## src/rtl/dequant_pkg.sv

```systemverilog
// Shared widths, shift limit and configuration record for the dequantiser.
// The shift limit keeps every result inside the default 64-bit output.
package dequant_pkg;

    localparam int Q_W_DEF = 8;
    localparam int D_W_DEF = 64;
    localparam int M_W_DEF = 32;
    localparam int SHIFT_W = 5;

    localparam logic [SHIFT_W-1:0] SHIFT_MAX = 5'd23;

    typedef struct packed {
        logic [M_W_DEF-1:0] scale;
        logic [SHIFT_W-1:0] shift;
        logic [Q_W_DEF-1:0] zp;
    } cfg_t;

    localparam cfg_t CFG_RST = '{scale: M_W_DEF'(1), shift: 5'd0, zp: 8'd0};

    function automatic logic [SHIFT_W-1:0] clamp_shift(input logic [SHIFT_W-1:0] s);
        return (s > SHIFT_MAX) ? SHIFT_MAX : s;
    endfunction

endpackage

```

## src/rtl/dequant_cfg_regs.sv

```systemverilog
// Scale/shift/zero-point registers; loads only when the pipeline is empty and no input is offered.
// Rejected writes set a sticky cfg_err that only reset clears.
module dequant_cfg_regs
    import dequant_pkg::*;
#(
    parameter int Q_W = Q_W_DEF,
    parameter int M_W = M_W_DEF
) (
    input  logic               clk,
    input  logic               rst,
    input  logic               cfg_we,
    input  logic [M_W-1:0]     cfg_scale,
    input  logic [SHIFT_W-1:0] cfg_shift,
    input  logic [Q_W-1:0]     cfg_zp,
    input  logic               busy,
    input  logic               in_valid,
    output logic [M_W-1:0]     scale,
    output logic [SHIFT_W-1:0] shift,
    output logic [Q_W-1:0]     zp,
    output logic               cfg_err
);

    logic               cfg_ok;
    logic [M_W-1:0]     scale_q, scale_d;
    logic [SHIFT_W-1:0] shift_q, shift_d;
    logic [Q_W-1:0]     zp_q, zp_d;
    logic               cfg_err_q, cfg_err_d;

    always_comb begin
        cfg_ok    = cfg_we & ~busy & ~in_valid;
        scale_d   = scale_q;
        shift_d   = shift_q;
        zp_d      = zp_q;
        cfg_err_d = cfg_err_q | (cfg_we & ~cfg_ok);
        if (cfg_ok) begin
            scale_d = cfg_scale;
            shift_d = clamp_shift(cfg_shift);
            zp_d    = cfg_zp;
        end
    end

    // Deliberately independent of en: configuration stays writable while the datapath is frozen.
    always_ff @(posedge clk or negedge rst) begin
        if (!rst) begin
            scale_q   <= M_W'(CFG_RST.scale);
            shift_q   <= CFG_RST.shift;
            zp_q      <= Q_W'(CFG_RST.zp);
            cfg_err_q <= 1'b0;
        end else begin
            scale_q   <= scale_d;
            shift_q   <= shift_d;
            zp_q      <= zp_d;
            cfg_err_q <= cfg_err_d;
        end
    end

    assign scale   = scale_q;
    assign shift   = shift_q;
    assign zp      = zp_q;
    assign cfg_err = cfg_err_q;

endmodule

```

## src/rtl/dequant_unit.sv

```systemverilog
// d_out = ((q_in - zp) * scale) <<< shift; 2-cycle latency, 1 sample/cycle; whole pipe stalls on en=0 or out_ready=0.
// DEQUANT_RELU_EN: when defined, negative results are replaced by 0 before the output register.
module dequant_unit
    import dequant_pkg::*;
#(
    parameter int Q_W = Q_W_DEF,
    parameter int D_W = D_W_DEF,
    parameter int M_W = M_W_DEF
) (
    input  logic           clk,
    input  logic           rst,
    input  logic           en,
    input  logic           cfg_we,
    input  logic [M_W-1:0] cfg_scale,
    input  logic [4:0]     cfg_shift,
    input  logic [Q_W-1:0] cfg_zp,
    input  logic           in_valid,
    output logic           in_ready,
    input  logic [Q_W-1:0] q_in,
    output logic           out_valid,
    input  logic           out_ready,
    output logic [D_W-1:0] d_out,
    output logic           busy,
    output logic           cfg_err,
    output logic [31:0]    sample_cnt
);

    localparam int DIFF_W = Q_W + 1;
    localparam int PROD_W = Q_W + 1 + M_W;

    logic [M_W-1:0]     scale;
    logic [SHIFT_W-1:0] shift;
    logic [Q_W-1:0]     zp;

    logic              adv, out_xfer;
    logic              s1_vld_q, s1_vld_d;
    logic [DIFF_W-1:0] s1_dat_q, s1_dat_d;
    logic              s2_vld_q, s2_vld_d;
    logic [D_W-1:0]    s2_dat_q, s2_dat_d;
    logic [31:0]       cnt_q, cnt_d;

    logic [DIFF_W-1:0] diff;
    logic [PROD_W-1:0] op_a, op_b, prod;
    logic [D_W-1:0]    prod_ext, shifted, res;

    dequant_cfg_regs #(
        .Q_W (Q_W),
        .M_W (M_W)
    ) u_cfg (
        .clk       (clk),
        .rst       (rst),
        .cfg_we    (cfg_we),
        .cfg_scale (cfg_scale),
        .cfg_shift (cfg_shift),
        .cfg_zp    (cfg_zp),
        .busy      (busy),
        .in_valid  (in_valid),
        .scale     (scale),
        .shift     (shift),
        .zp        (zp),
        .cfg_err   (cfg_err)
    );

    always_comb begin
        adv      = en & (~s2_vld_q | out_ready);
        out_xfer = en & s2_vld_q & out_ready;

        diff = {q_in[Q_W-1], q_in} - {zp[Q_W-1], zp};

        // Operands widened to the full product width so the truncated product is the exact signed result.
        op_a     = {{M_W{s1_dat_q[DIFF_W-1]}}, s1_dat_q};
        op_b     = {{DIFF_W{1'b0}}, scale};
        prod     = op_a * op_b;
        prod_ext = {{(D_W-PROD_W){prod[PROD_W-1]}}, prod};
        shifted  = prod_ext << shift;
`ifdef DEQUANT_RELU_EN
        res = shifted[D_W-1] ? '0 : shifted;
`else
        res = shifted;
`endif

        s1_vld_d = s1_vld_q;
        s1_dat_d = s1_dat_q;
        s2_vld_d = s2_vld_q;
        s2_dat_d = s2_dat_q;
        if (adv) begin
            s1_vld_d = in_valid;
            s2_vld_d = s1_vld_q;
            if (in_valid) s1_dat_d = diff;
            if (s1_vld_q) s2_dat_d = res;
        end

        cnt_d = cnt_q + {31'd0, out_xfer};
    end

    always_ff @(posedge clk or negedge rst) begin
        if (!rst) begin
            s1_vld_q <= 1'b0;
            s1_dat_q <= '0;
            s2_vld_q <= 1'b0;
            s2_dat_q <= '0;
            cnt_q    <= '0;
        end else begin
            s1_vld_q <= s1_vld_d;
            s1_dat_q <= s1_dat_d;
            s2_vld_q <= s2_vld_d;
            s2_dat_q <= s2_dat_d;
            cnt_q    <= cnt_d;
        end
    end

    assign in_ready   = adv;
    assign out_valid  = s2_vld_q;
    assign d_out      = s2_dat_q;
    assign busy       = s1_vld_q | s2_vld_q;
    assign sample_cnt = cnt_q;

endmodule
```

## config.mk

```make
export PLATFORM = sky130hd
export DESIGN_NAME = dequant_unit
export DESIGN_NICKNAME = d
export VERILOG_FILES = /design/src/rtl/dequant_pkg.sv /design/src/rtl/dequant_cfg_regs.sv /design/src/rtl/dequant_unit.sv
export SDC_FILE = /design/constraint.sdc
export NUM_CORES = 1
export LEC_CHECK = 0
export ABC_AREA = 1
export CORE_MARGIN = 2
export CORE_UTILIZATION = 30
export DETAILED_ROUTE_END_ITERATION = 8
export GPL_TIMING_DRIVEN = 0
export HOLD_SLACK_MARGIN = 0.08
export PLACE_DENSITY_LB_ADDON = 0.05
export SLEW_MARGIN = 20
export SYNTH_ARGS = -nofsm -noshare
export SYNTH_HDL_FRONTEND = slang
export SYNTH_SLANG_ARGS = --single-unit
```

## constraint.sdc

```tcl
create_clock -name clk -period 8 [get_ports clk]
set_input_delay 0.8 -clock clk [delete_from_list [all_inputs] [get_ports clk]]
set_output_delay 0.8 -clock clk [all_outputs]
set_load 0.02 [all_outputs]
```

After elaboration in Yosys (flattened, before gate mapping)
Index checks and enable logic that the tools add are counted.
{ "totals": {"reg_bits": 153, "wordCells": 30, "inputBits": 59} }
{ "classes": {"magnitude_cmp": 1, "mux": 1, "bitwise_logic": 13, "addsub": 2, "n_shift": 1, "reduce_logical": 2, "mul": 1} }
{ "op_table": {"columns": ["cell", "count"], "rows": [
  ["$shl 64x5->64", 1],
  ["$mul 9x33->41", 1],
  ["$add 32x1->32", 1],
  ["$sub 8x8->9", 1],
  ["$and 1x1->1", 6],
  ["$gt 5x5->1 const B", 1],
  ["$mux 5", 1],
  ["$not 1->1", 4],
  ["$reduce_and 2->1", 2],
  ["$or 1x1->1", 3]
]} }

Depth between registers and ports, before layout
Gate-level depths: netlist of run 1.
{ "logic_depth": {"ltp_word": 7, "mapped_depth": 32, "depth_no_buf": 30} }

Cells and area by module
Synthesis of run 1 repeated with hierarchy kept, for this count alone.
{ "hier_totals": {"hier_cells": 2601, "hier_area_um2": 18815.5} }
{ "by_module_without_submodules": {"columns": ["module", "area_per_inst_um2", "n_inst", "cells_each"], "rows": [
  ["dequant_unit", 16897.5, 1, 2392],
  ["dequant_cfg_regs", 1918.1, 1, 209]
]} }

Worst setup path after synthesis of run 1
OpenSTA, ideal clock, no wires.
{ "synth_timing": {"path_kind": "register to register", "startpoint": "register s1_dat_q[0]", "endpoint": "register s2_dat_q[63], in the netlist d_out[63]", "t_arrival_ps": 5106, "setup_slack_ps": 2770, "stages_incl_launch_ff": 33, "path_buffers": 2, "t_required_ps": 7876, "period_less_slack_ps": 5230, "cell_sequence": "dfrtp_1 clkbuf_1 clkbuf_1 nand2_1 fa_1 inv_1 fa_1 inv_1 fa_1 inv_1 fa_1 fa_1 ha_1 nand2_1 inv_1 nand2_1 nand2_1 nand2_1 nand3_1 nand2_1 nand2_1 nand2_1 nand2_1 nand2_1 nand3_1 nand2_1 nand2_1 nand3_1 nand2_1 nand2_1 nand2_1 nand2_1 nand3_1"} }
{ "synth_between": {"elab_chain_len": 2} }
{ "synth_rtl": {"columns": ["element", "line", "text"], "rows": [
  ["start: declaration", "dequant_unit.sv:37", "logic [DIFF_W-1:0] s1_dat_q, s1_dat_d;"],
  ["start signal: assignment", "dequant_unit.sv:105", "s1_dat_q <= s1_dat_d;"],
  ["$mul 9x33->41", "dequant_unit.sv:73", "prod = op_a * op_b;"],
  ["$shl 64x5->64", "dequant_unit.sv:75", "shifted = prod_ext << shift;"],
  ["end signal: assignment", "dequant_unit.sv:107", "s2_dat_q <= s2_dat_d;"],
  ["end: declaration", "dequant_unit.sv:39", "logic [D_W-1:0] s2_dat_q, s2_dat_d;"]
]} }
Every way passes these cells.
A chain may end at the register's enable or synchronous reset.

Worst setup path after layout of run 1
{ "layout_timing": {"startpoint": "register s1_dat_q[8]", "endpoint": "register s2_dat_q[62], in the netlist d_out[62]"} }
The elaborated chain is that of the path after synthesis.

==> out/metrics.csv, run 1 <==
metric,value,unit
Synth Area in XOR/XNOR,2.37,%
Ys Warns,0,
Netlist Area Pre-Place,0.0185,mm²
syn_area_per_cell,7.22,µm²
Die Area,0.0636,mm²
synth top area cells,"fa_1 (23%), dfrtp_1 (21%), nand2_1 (17%)",
max_slew headroom,22.7,%
count of cell types in the netlist,39,
register area share after synthesis,20.7,%
worst r2r path cells,25,
drt total wl,66500,µm
post-DP HPWL,54300,µm
Synth Register Bits,153,
largest net degree at the start of global routing,82,
drt first pass iters,5,
CTS root buf,clkbuf_16,
largest area contributor in the netlist,fa_1,
unrepaired setup endpoints after global routing,no,
Max-Cap Viols,0,
CTS tree,built,
Critical Path End Type,flip-flop,
fin util,35.4,%
# IOs,159,
fin. max-slew vios,0,
post-cts resize count,0,
Final Non-Filler Cells,3541,
"Max FO, Critical Path",10,
gp weighted congestion,0.888,
Setup Buffers After CTS,0,
area delta synth->final,17.5,%
crit path time final,6970,ps
grt met3 use,3.66,%
slack of the critical path,1030,ps
GR Layer Usage met1,29.6,%
asr flop ratio synth,100,%
Die Wd,252,µm
DRC viols,0,
initial drt markers,1062,
Longest Clk Path Bufs,2,
placed insts,3509,
Commonest cells post-synth,"nand2_1 (814), inv_1 (414), nand3_1 (342), fa_1 (212), dfrtp_1 (152)",
total gr overflow,0,
Critical Path AT,7380,ps
adder-cell share of the synthesized area,30.2,%
CP required,8420,ps
Worst-path clk slew,80,ps
via count,16935,
vias in the first global route,17847,
Synth Area in Compound Gates,4.60,%
share of cells above drive strength 1,3.16,%
row cnt,91,
worst hold path class,in2async,
first-pass GRT wire length,104000,µm
Clock Latency Late Sink,500,ps
area fraction of the dominant cell type after synthesis,23.0,%
Core Area,0.0614,mm²
Total GRT Usage,21.7,%
Post-synth EDFFs,0,
Die Y,252,µm
fin crit share,87.1,%
layout net count,3116,
hold_buf cts,0,
synthesized net count,2938,
gr busiest metal,met2,
Starting Density,30.1,%
worst slew pin tran,1160,ps
Num CTS Buffers,17,
Setup Skew,16.9,ps
mux cell area share after synthesis,0.0541,%
Final setup viols,0,
status,"complete, no violations",
remaining antenna violation count after routing,0,
detailed-route vias per instance,4.78,
Buffers on Ports,158,
ys flop type,dfrtp_1,
critical path type,reg2reg,
largest family of logic cells by synthesized area,simple AND/OR/NAND/NOR gates,
GR Layer Usage met2,36.1,%
top-count cell post-synth,nand2_1,
clock sinks,153,
wire length per cell,18.8,µm
H-tree Lvls,4,
Fill cells,6632,
startpoint types,flip-flop,
Place WS,985,ps
Synth Area in Simple Gates,30.9,%
initial antenna violation count,4,
post-synthesis cell count,2560,
Fin. Hold Viols,0,
Ant. Diodes,0,
f_max,0.144,GHz
-- worst max-delay path, cell delays in order (launching register included) --
cell,delay [ps]
dfrtp_1,530
inv_1,410
clkbuf_1,730
nor2_1,140
fa_1,560
fa_1,530
fa_1,520
fa_1,540
ha_1,320
ha_1,390
nand2_1,130
nor2_1,220
inv_1,90
nor2_1,160
nand3_1,160
nand3_1,200
nand2_1,90
nand2_1,60
nand2_1,70
nand2_1,240
nand2_1,170
nand2_1,110
nand2_1,70
nand3_1,130
nand3_1,130
a21oi_1,180
-- final timing paths --
kind | startpoint | endpoint | slack (ps)
min reg2reg | u_cfg.cfg_err | u_cfg.cfg_err | 480
min | rst | u_cfg.scale[24] | 280
max reg2reg | s1_dat_q[8] | d_out[62] | 1030
min in group clk | u_cfg.cfg_err | u_cfg.cfg_err | 480
max in group asynchronous | rst | d_out[1] | 6810
max | s1_dat_q[8] | d_out[62] | 1030
-- layout make-up --
type / instances / area, µm² / area share (%)
inverter: 422 / 1580 / 7.29
clock inverter: 15 / 206 / 0.950
buffer: 130 / 489 / 2.25
multi-input combinational: 1855 / 12600 / 57.9
tap: 790 / 988 / 4.55
sequential: 153 / 3830 / 17.6
clock buffer: 17 / 425 / 1.96
timing repair buffer: 159 / 1610 / 7.43
-- cell usage in the layout, fill, tap and decap left out, types with 9 or more instances in the layout --
cell / count
xnor2_1: 20
fa_1: 212
o21ai_0: 66
o211ai_1: 17
o21ai_1: 10
clkbuf_1: 94
clkdlybuf4s50_1: 157
clkbuf_16: 17
xor2_1: 30
ha_1: 107
a21oi_1: 36
buf_1: 35
nand2_1: 814
nand3_1: 342
dfrtp_1: 152
nor2_1: 103
nor2_4: 9
or2_2: 20
inv_1: 414
nor3_1: 10
-- metal layers --
metal / routed length (µm) / vias up
met5: 0 / -
met4: 1100 / 0
met3: 3460 / 65
met2: 31300 / 415
met1: 30600 / 8238
li1: - / 8217
-- flip-flops by register name, summed over array words and instances (netlist names) --
name / cells
u_cfg.cfg_err: 1
s1_dat_q: 9
u_cfg.zp: 8
sample_cnt: 32
u_cfg.scale: 32
u_cfg.shift: 5
out_valid: 1
s1_vld_q: 1
d_out: 64
-- kinds of logic (layout without fill, tap and decap cells) --
family | Yosys count | count (layout)
xor gates and xnor gates | 50 | 50
buffers and inverters | 552 | 743
and+or+nand+nor | 1335 | 1335
muxes | 1 | 1
AOI/OAI and AO/OA | 150 | 150
adders and majority gates | 319 | 319
DFF | 153 | 153
-- metrics by stage --
stage	hold slack, ps	setup TNS, ps	cell area, µm²
floorplan	446	0	18500
global placement	462	-159160	21100
detailed placement	465	0	21100
CTS	304	0	21700
global route	338	0	21700
finish	285	0	21700
Power of run 1 is left out: the tool's default activity adds up to more than one toggle a clock period on the data nets, which glitch-free logic cannot reach.
==> inputs of run 2 (changes only) <==
HOLD_SLACK_MARGIN = 0.02   (was 0.08)
==> results of run 2 <==
Final layout, timing and power as in run 1 (identical DEF).
Power of run 2 is left out for the same reason.
==> inputs of run 3 (changes only) <==
CORE_MARGIN = 3   (was 2)
==> out/metrics.csv, run 3 (same netlist as run 1, synthesis figures left out) <==
metric,value,unit
Setup Skew,17.4,ps
DRC viols,0,
CP most frequent cell,nand2_1,
R2R setup slack,890,ps
vias in the first global route,17788,
total gr overflow,0,
Die Y,254,µm
Total GRT Usage,21.4,%
most frequent cells in the layout,"nand2_1 (814), inv_1 (414), nand3_1 (342)",
worst hold path class,in2async,
clock sinks,153,
CP peak stage delay,830,ps
share of cells above drive strength 1,3.13,%
Critical Path End Type,flip-flop,
max reg flops,64,
critical path type,reg2reg,
fin. max-slew vios,0,
gp weighted congestion,0.925,
f_max,0.141,GHz
hold_buf cts,0,
startpoint types,flip-flop,
Fin. Hold Viols,0,
detailed-route vias per instance,4.79,
layout net count,3116,
unrepaired setup endpoints after global routing,no,
Clock Latency Late Sink,480,ps
first-pass GRT wire length,104000,µm
crit path time final,7110,ps
status,"complete, no violations",
CP required,8400,ps
Die Area,0.0646,mm²
Die Wd,254,µm
fin crit share,88.9,%
row cnt,90,
"most common cell after layout, fill and taps aside",nand2_1,
drt first pass iters,5,
initial antenna violation count,3,
crit path max-delay cell type,clkbuf_1,
max_slew headroom,27.9,%
Worst-path clk slew,70,ps
Critical Path AT,7520,ps
post-DP HPWL,54600,µm
Setup Buffers After CTS,0,
Core Area,0.0607,mm²
H-tree Lvls,4,
wire length per cell,18.8,µm
CTS root buf,clkbuf_16,
Final setup viols,0,
initial drt markers,1094,
# IOs,159,
area delta synth->final,17.2,%
CTS tree,built,
Starting Density,30.5,%
Longest Clk Path Bufs,2,
TNS Setup,0,ps
Num CTS Buffers,17,
largest net degree at the start of global routing,90,
post-cts resize count,0,
Buffers on Ports,158,
"Max FO, Critical Path",10,
drt total wl,66500,µm
worst slew pin tran,1080,ps
Max-Cap Viols,0,
Fill cells,6536,
remaining antenna violation count after routing,0,
via count,16955,
run 3: cell count changes in the layout (fill, tap and decap cells not counted), moves of 2 or more:
cell	change
clkinv_8	-6
inv_8	+2
inv_12	-3
clkinv_4	+2
clkinvlp_4	+2
diode_2	+3
run 3: per-stage QoR:
stage	worst slack [ps]	instances	utilization (%)	cell area [µm²]	hold WS [ps]
3_5_place_dp	948	3501	34.7	21100	461
4_1_cts	909	3533	35.7	21700	275
2_1_floorplan	2770	2560	-	18500	446
5_1_grt	446	3534	35.7	21700	313
3_3_place_gp	-1040	3500	34.7	21000	461
6_report	888	3536	35.7	21700	274
run 3: worst paths after layout:
| check | startpoint | end | cells after the start |
|---|---|---|---|
| max in group asynchronous | rst | u_cfg.scale[23] | 2 |
| min in group clk | u_cfg.cfg_err | u_cfg.cfg_err | 1 |
| min | rst | d_out[7] | 1 |
| min reg2reg | u_cfg.cfg_err | u_cfg.cfg_err | 1 |
| max | s1_dat_q[8] | d_out[62] | 25 |
| max reg2reg | s1_dat_q[8] | d_out[62] | 25 |
run 3: critical path: cells and delay by family (launching register included):
kind                     cells  cell delay (ps)
flip-flops                   1              520
AND/OR/NAND/NOR             15             2090
buffers and inverters        3             1360
adder cells (fa/ha/maj)      6             2880
AO/OA/AOI/OAI                1              170
run 3: layer usage:
layer | up-vias | track usage, % | part of all wire (%)
li1 | 8204 | - | -
met1 | 8321 | 29.4 | 46
met2 | 364 | 35.3 | 47
met3 | 66 | 3.04 | 4.2
met4 | 0 | 5.75 | 2.0
met5 | - | 0 | 0
run 3: area by class of cell:
type | instances | area (µm²) | share of cell area [%]
flip-flops and latches | 153 | 3830 | 17.7
clock buffers | 17 | 425 | 1.96
multi-input cells | 1855 | 12600 | 58.1
inverters | 422 | 1580 | 7.31
plain buffers | 130 | 488 | 2.25
diodes | 3 | 7.51 | 0.0346
clock inverters | 15 | 159 | 0.733
well taps | 782 | 978 | 4.51
repair buffers | 159 | 1610 | 7.45
Power of run 3 is left out for the same reason.
